## src/rtl/regar_mp_pkg.sv

```systemverilog
// Shared types and sizes for the multi-port address-register bank.
// Ports: none (package). Also hosts the shared sizes defaults.
// The `SIZE_* / `HBIT_* macros are only defined here when no earlier sizes include set them.
`ifndef SIZE_ADDR
`define SIZE_ADDR 16
`endif
`ifndef HBIT_AR
`define HBIT_AR 7
`endif
`ifndef SIZE_AR_DELTA
`define SIZE_AR_DELTA 8
`endif

package regar_mp_pkg;

    localparam int LP_SIZE_ADDR     = `SIZE_ADDR;
    localparam int LP_NUM_AR        = `HBIT_AR + 1;
    localparam int LP_SIZE_AR_DELTA = `SIZE_AR_DELTA;

    // Index width with a floor of one bit so a single-entry bank still has an address.
    function automatic int aw_min1(input int depth);
        return (depth > 1) ? $clog2(depth) : 1;
    endfunction

    // Where a read port's data comes from this cycle.
    typedef enum logic [1:0] {
        RD_SRC_NONE   = 2'd0,   // index outside the bank: reads as 0, not busy
        RD_SRC_REG    = 2'd1,   // stored register value
        RD_SRC_BYPASS = 2'd2    // port-A write data forwarded in the same cycle
    } rd_src_e;

endpackage

```

## src/rtl/regar_sb.sv

```systemverilog
// Busy scoreboard: one pending bit per address register, set by claim, cleared by writeback.
// Ports: iw_clk/iw_rst, clear (writeback) enable+index, claim enable+index, busy_vec out.
// Registered output; a claim and a clear on the same index leave the bit set.
module regar_sb
    import regar_mp_pkg::*;
#(
    parameter int P_DEPTH = LP_NUM_AR,
    parameter int P_AW    = aw_min1(P_DEPTH)
) (
    input  logic               iw_clk,
    input  logic               iw_rst,
    input  logic               clr_en,
    input  logic [P_AW-1:0]    clr_addr,
    input  logic               claim_en,
    input  logic [P_AW-1:0]    claim_addr,
    output logic [P_DEPTH-1:0] busy_vec
);

    // Indices at or beyond P_DEPTH match no entry, so they drop out naturally.
    always_ff @(posedge iw_clk or posedge iw_rst) begin
        if (iw_rst) begin
            busy_vec <= '0;
        end else begin
            for (int k = 0; k < P_DEPTH; k++) begin
                // The claim belongs to the newer producer, so it outranks the clear.
                if (claim_en && (claim_addr == k[P_AW-1:0])) begin
                    busy_vec[k] <= 1'b1;
                end else if (clr_en && (clr_addr == k[P_AW-1:0])) begin
                    busy_vec[k] <= 1'b0;
                end
            end
        end
    end

endmodule

```

## src/rtl/regar_mp.sv

```systemverilog
// Multi-port address-register bank: P_NRD combinational reads, writeback port A,
// in-place signed post-increment port B, busy scoreboard and optional A->read bypass.
// Ports: iw_rd_addr/ow_rd_data/ow_rd_busy (packed per port), iw_wa_*, iw_wb_*, iw_claim_*,
// ow_busy_vec, ow_collide. Reads 0-cycle; writes land at posedge; no backpressure.
module regar_mp
    import regar_mp_pkg::*;
#(
    parameter int P_W      = LP_SIZE_ADDR,
    parameter int P_DEPTH  = LP_NUM_AR,
    parameter int P_AW     = aw_min1(P_DEPTH),
    parameter int P_NRD    = 2,
    parameter int P_DW     = LP_SIZE_AR_DELTA,
    parameter int P_BYPASS = 1
) (
    input  logic                  iw_clk,
    input  logic                  iw_rst,
    input  logic [P_NRD*P_AW-1:0] iw_rd_addr,
    output logic [P_NRD*P_W-1:0]  ow_rd_data,
    output logic [P_NRD-1:0]      ow_rd_busy,
    input  logic                  iw_wa_en,
    input  logic [P_AW-1:0]       iw_wa_addr,
    input  logic [P_W-1:0]        iw_wa_data,
    input  logic                  iw_wb_en,
    input  logic [P_AW-1:0]       iw_wb_addr,
    input  logic [P_DW-1:0]       iw_wb_delta,
    input  logic                  iw_claim_en,
    input  logic [P_AW-1:0]       iw_claim_addr,
    output logic [P_DEPTH-1:0]    ow_busy_vec,
    output logic                  ow_collide
);

    logic [P_W-1:0]     r [P_DEPTH];
    logic [P_DEPTH-1:0] wa_sel;
    logic [P_DEPTH-1:0] wb_sel;
    logic [P_W-1:0]     wb_delta_ext;

    assign wb_delta_ext = P_W'($signed(iw_wb_delta));

    // One-hot write decode; an out-of-range index decodes to all zeros and is ignored.
    always_comb begin
        wa_sel = '0;
        wb_sel = '0;
        for (int k = 0; k < P_DEPTH; k++) begin
            wa_sel[k] = iw_wa_en && (iw_wa_addr == k[P_AW-1:0]);
            wb_sel[k] = iw_wb_en && (iw_wb_addr == k[P_AW-1:0]);
        end
    end

    always_ff @(posedge iw_clk or posedge iw_rst) begin
        if (iw_rst) begin
            for (int k = 0; k < P_DEPTH; k++) begin
                r[k] <= '0;
            end
            ow_collide <= 1'b0;
        end else begin
            for (int k = 0; k < P_DEPTH; k++) begin
                // Writeback carries the architecturally newer value, so it beats the update.
                if (wa_sel[k]) begin
                    r[k] <= iw_wa_data;
                end else if (wb_sel[k]) begin
                    r[k] <= r[k] + wb_delta_ext;
                end
            end
            ow_collide <= |(wa_sel & wb_sel);
        end
    end

    regar_sb #(
        .P_DEPTH (P_DEPTH),
        .P_AW    (P_AW)
    ) u_sb (
        .iw_clk     (iw_clk),
        .iw_rst     (iw_rst),
        .clr_en     (iw_wa_en),
        .clr_addr   (iw_wa_addr),
        .claim_en   (iw_claim_en),
        .claim_addr (iw_claim_addr),
        .busy_vec   (ow_busy_vec)
    );

    for (genvar i = 0; i < P_NRD; i++) begin : g_rd
        logic [P_AW-1:0] addr;
        logic [P_W-1:0]  reg_dat;
        logic            reg_busy;
        logic            reg_hit;
        logic            byp;
        rd_src_e         src;
        logic [P_W-1:0]  dat;
        logic            busy;

        assign addr = iw_rd_addr[i*P_AW +: P_AW];
        // Only an in-range port-A write forwards; port B is never forwarded.
        assign byp  = (P_BYPASS != 0) && (|wa_sel) && (iw_wa_addr == addr);

        always_comb begin
            reg_dat  = '0;
            reg_busy = 1'b0;
            reg_hit  = 1'b0;
            for (int k = 0; k < P_DEPTH; k++) begin
                if (addr == k[P_AW-1:0]) begin
                    reg_hit  = 1'b1;
                    reg_dat  = r[k];
                    reg_busy = ow_busy_vec[k];
                end
            end

            if (byp) begin
                src = RD_SRC_BYPASS;
            end else if (reg_hit) begin
                src = RD_SRC_REG;
            end else begin
                src = RD_SRC_NONE;
            end

            dat  = '0;
            busy = 1'b0;
            case (src)
                RD_SRC_BYPASS: begin
                    dat  = iw_wa_data;
                    busy = 1'b0;
                end
                RD_SRC_REG: begin
                    dat  = reg_dat;
                    busy = reg_busy;
                end
                default: begin
                    dat  = '0;
                    busy = 1'b0;
                end
            endcase
        end

        assign ow_rd_data[i*P_W +: P_W] = dat;
        assign ow_rd_busy[i]            = busy;
    end

endmodule

```

## config.mk

```make
export PLATFORM = sky130hd
export DESIGN_NAME = regar_mp
export DESIGN_NICKNAME = d
export VERILOG_FILES = /design/src/rtl/regar_mp_pkg.sv /design/src/rtl/regar_sb.sv /design/src/rtl/regar_mp.sv
export SDC_FILE = /design/constraint.sdc
export NUM_CORES = 1
export LEC_CHECK = 0
export ABC_AREA = 1
export CAP_MARGIN = 10
export CORE_MARGIN = 5
export CORE_UTILIZATION = 50
export DETAILED_ROUTE_END_ITERATION = 12
export PLACE_DENSITY_LB_ADDON = 0.25
export SYNTH_ARGS = -nofsm -noshare
export SYNTH_HDL_FRONTEND = slang
export SYNTH_HIERARCHICAL = 1
export SYNTH_SLANG_ARGS = --single-unit
```

## constraint.sdc

```tcl
create_clock -name iw_clk -period 4 [get_ports iw_clk]
set_clock_uncertainty 0.1 [all_clocks]
set_input_delay 0.4 -clock iw_clk [delete_from_list [all_inputs] [get_ports iw_clk]]
set_output_delay 0.4 -clock iw_clk [all_outputs]
set_load 0.01 [all_outputs]
```

; After elaboration in Yosys (flattened, before gate mapping)
; Cells that the tools add are included.
[totals]
output_inout_bits = 43
ff_bits = 137
[op_classes]
bitwise = 1
n_addsub = 8
eq_ne = 41
muxes = 88
reduce_logical = 49
[op_table]
columns = op, n
row1 = two-way mux 16 bit, 32
row2 = adder 16 bit, 8
row3 = case mux 16 bit (2 select lines), 2
row4 = == test 3 bit (second input constant), 20
row5 = two-way mux 1 bit, 52
row6 = nonzero test 2 bit, 16
row7 = == test 3 x 2 -> 1 bit (second input constant), 10
row8 = logical AND 1 bit, 26
row9 = OR reduction 8 bit, 2
row10 = == test 3 x 1 -> 1 bit (second input constant), 5
row11 = zero test 3 bit, 5
row12 = bitwise AND 8 bit, 1
row13 = == test 3 bit, 2
row14 = == test 2 x 1 -> 1 bit (second input constant), 2
row15 = == test 2 bit (second input constant), 2
row16 = two-way mux 2 bit, 2

; Logic depth before layout (Yosys ltp)
[logic_depth]
ltp_word = 13
mapped_depth = 13

; Hierarchy
; The synthesis kept the hierarchy.
[modules_own_cells]
columns = mod, area_per_inst_um2, seq_area_each_um2, instances, cells_each
row1 = regar_mp, 15838.9, 3228.1, 1, 2737
row2 = regar_sb, 411.6, 200.2, 1, 62

; Worst setup path after synthesis
; OpenSTA, ideal clock, no wires.
[synth_path]
kind = input to output
from = input iw_rd_addr[3]
to = output ow_rd_busy[1]
required_time_ns = 3.500
stages = 12
setup_slack_ns = 2.026
arrival_time_ns = 1.474
path_cell_list = buf_4 inv_2 buf_6 o22ai_1 nor2_1 nand2_1 inv_2 buf_6 a21oi_1 nand2_1 inv_1 buf_4
[synth_between]
elab_chain_len = 13
[synth_rtl]
columns = element, line_no
row1 = "start, declared", regar_mp.sv:17  ; input logic [P_NRD*P_AW-1:0] iw_rd_addr,
row2 = zero test 3 bit, regar_mp.sv:100  ; if (addr == k[P_AW-1:0]) begin
row3 = two-way mux 1 bit (8 in series), regar_mp.sv:100
row4 = two-way mux 1 bit, regar_mp.sv:109  ; end else if (reg_hit) begin
row5 = two-way mux 2 bit, regar_mp.sv:107  ; if (byp) begin
row6 = == test 2 x 1 -> 1 bit, regar_mp.sv:117  ; case (src)
row7 = two-way mux 1 bit *, regar_mp.sv:117
row8 = "end, declared", regar_mp.sv:19  ; output logic [P_NRD-1:0] ow_rd_busy,
; Every way passes the cells marked *; elsewhere a longest branch is shown, timed or not.

; Worst setup path in the final report
[layout_path]
from = input iw_rd_addr[3]
to = output ow_rd_data[31]
[layout_between]
elab_chain_len = 13
[layout_rtl]
columns = element, line_no
row1 = zero test 3 bit, regar_mp.sv:100
row2 = two-way mux 1 bit (8 in series), regar_mp.sv:100
row3 = two-way mux 1 bit, regar_mp.sv:109
row4 = two-way mux 2 bit, regar_mp.sv:107
row5 = == test 2 x 1 -> 1 bit / == test 2 bit (equally long branches), regar_mp.sv:117
row6 = case mux 16 bit (2 select lines) *, regar_mp.sv:117
row7 = "end, declared", regar_mp.sv:18  ; output logic [P_NRD*P_W-1:0] ow_rd_data,
; Marks and branches as above.

==> flow_summary.ini <==
[routing]
wirelength_mm = 68.0
avgRoutedWirePerCell_um = 20.4
first_pass_iters = 6
ant_nets = 0
vias = 19051
drtIter0Drc = 2162
drc = 0
vias_per_cell = 5.73

[sta]
fin_crit_sh_pct = 96.3
maxSlewHeadroom_pct = 31.8
tightest_slew_ns = 1.02
finalHoldViolCount = 0
drv_slew = 0
fmax_mhz = 260
whs_ns = 0.252
setup_total_negative_slack_ns = 0
finalSetupViolations = 0
finalCriticalPeriod_ns = 3.85
rsz0062_at_grt = no

[layout]
layout-drive-gt1-share_pct = 3.85
fillers = 3325
stdcell_count = 3325
n_antenna_cell = 0
finalInstanceArea_um2 = 18100
final_nets = 3042
fin_util_pct = 56.2
area_delta_synth_final_pct = 11.6

[die]
dieArea_um2 = 36200
start_util_pct = 50.3
die_h_um = 190
rows = 66
pin_count = 87
coreArea_um2 = 32300
die_x_um = 190

[global_route]
antenna_found_initial = 1
grt_pass1_wl_mm = 103
grt_max_degree = 75
grt_pass1_vias = 17942
grt_use_total_pct = 37.0
grt-ovfl-total = 0

[placement]
routabilityCongestion = 1.07
dp_hpwl_mm = 52.9
portBuffers = 86
placed_cells = 3293
dpl_cell_area_um2 = 17600

[yosys]
ys_seq_elements = 137
synthCells = 2799
synthDistinctLibCells = 34
ys_top_cells_by_area = nand2_1 24%, dfrtp_1 21%, inv_1 10%
async_flop_share_pct = 100
yosys.area.top_type_share_pct = 23.7
avgSynthCellArea_um2 = 5.81
synth_edf_count = 0
synth_area_um2 = 16300
netlist.top_cell.by_area = nand2_1
ys_seq_area_share_pct = 21.1
ys_warn_count = 6
synthFlopType = dfrtp_1
syn_nets = 2971

[setup_path]
crit_arrival_ns = 3.35
path_max_fanout = 18
crit_required_ns = 3.50
end_kind = primary output
cp-start-kind = input pin
crit_type = input pin to primary output

[job]
maxCapViolCount = 0

[clock_network]
cts_root_buf = clkbuf_16
cts_buffer_depth = 2
cts_resized = 0
cts_buffers = 17
ctsHoldBuffers = 0
clk_pin_slew_worst_paths_ns = 0.06
cts_sinks = 137
post_cts_buffers = 0
cts_tree = done
clk_latency_ns = 0.47
htreeDepth = 4

[run_status]
status = finished clean

[pwr]
leakagePower_nw = 10.0
p_per_area_nw_per_um2 = 523
ir_drop_uv = 334

[hold_path]
holdCritPathClass = input pin to asynchronous set/reset pin
sequential cells by signal (all words and copies together) (netlist names):
signal and count:
r 128, u_sb/busy_vec 8, ow_collide 1
power breakdown:
part	internal [mW]	total, mW	leakage [nW]	switching, mW
clock network	0.919	1.60	0.279	0.677
registers	1.81	2.60	1.70	0.790
logic	1.91	5.28	8.04	3.37
synthesized netlist by cell type (3+ instances only):
master / number
nor2_1: 196
a21oi_1: 160
o211ai_1: 7
o22ai_1: 38
nand4_1: 66
fa_1: 8
dfrtp_1: 137
buf_4: 11
nand2_1: 1027
and2_1: 20
ha_1: 120
nand3b_1: 12
nand2_2: 9
nor2_4: 3
xnor2_1: 12
xor2_1: 17
o221ai_1: 29
clkbuf_1: 16
o21bai_1: 26
buf_2: 30
nor2_2: 3
nand3_1: 264
or2_2: 11
nor3_1: 26
inv_1: 446
o21ai_1: 5
clkinv_1: 3
o21ai_0: 67
inv_2: 21
buf_6: 3
cell families after synthesis:
group                    synth area share (%)
AO/OA/AOI/OAI                            11.7
XOR/XNOR                                 1.56
adder cells (fa/ha/maj)                  10.2
buffers and inverters                    12.9
flip-flops                               21.1
AND/OR/NAND/NOR                          42.5
layer usage:
metal / up-vias / track usage, % / wire length, um
met5: - / 0 / 14
met4: 2 / 22.2 / 4860
met3: 230 / 7.14 / 5930
met2: 985 / 58.6 / 30000
met1: 8733 / 46.8 / 27200
li1: 9101 / - / -
worst paths after layout:
path	from	endpoint	slack, ns	cells past startpoint
min	iw_rst	u_sb/busy_vec[0]$_DFFE_PP0P_	0.25	2
max	iw_rd_addr[3]	ow_rd_data[31]	0.15	10
min reg2reg	u_sb/busy_vec[7]$_DFFE_PP0P_	u_sb/busy_vec[7]$_DFFE_PP0P_	0.43	2
min in group iw_clk	u_sb/busy_vec[7]$_DFFE_PP0P_	u_sb/busy_vec[7]$_DFFE_PP0P_	0.43	2
max reg2reg	r[16]$_DFFE_PP0P_	r[28]$_DFFE_PP0P_	1.86	11
max in group asynchronous	iw_rst	r[52]$_DFFE_PP0P_	2.64	3
placed cells by master, fill, tap and decap left out, types with 11 or more instances in the layout:
cell	synthesis	layout
ha_1	120	120
inv_1	446	445
nor2_1	196	196
nand3_1	264	264
clkdlybuf4s50_1	0	85
buf_4	11	25
or2_2	11	11
xnor2_1	12	12
o22ai_1	38	38
nor3_1	26	26
nand4_1	66	66
and2_1	20	20
inv_2	21	21
xor2_1	17	17
o21bai_1	26	26
o221ai_1	29	29
nand3b_1	12	12
o21ai_0	67	67
nand2_1	1027	1027
clkbuf_16	0	17
dfrtp_1	137	137
a21oi_1	160	160
critical path, stage by stage:
cell	delay (ns)
clkdlybuf4s50_1	0.75
buf_4	0.33
nor2_8	0.27
nand2_1	0.25
inv_2	0.29
nand2_1	0.08
nand4_1	0.10
nand2_1	0.05
a21oi_1	0.23
clkdlybuf4s50_1	0.59
stage by stage:
stage / power, mW / worst slack (ns)
5_1_grt: 10.2 / 0.00252
2_1_floorplan: 5.94 / 0.0590
4_1_cts: 9.33 / 0.236
3_5_place_dp: 7.71 / 0.246
3_3_place_gp: 7.60 / 0.272
6_report: 9.48 / 0.149
cell type report:
| cell class | count | area [um^2] | share of cell area, % |
|---|---|---|---|
| clock buffers | 22 | 484 | 2.67 |
| clock inverters | 10 | 90.1 | 0.497 |
| inverters | 470 | 1770 | 9.75 |
| multi-input cells | 2132 | 10700 | 59.2 |
| flip-flops and latches | 137 | 3430 | 18.9 |
| well taps | 442 | 553 | 3.05 |
| repair buffers | 112 | 1080 | 5.95 |
(Power assumes the default switching activity.)
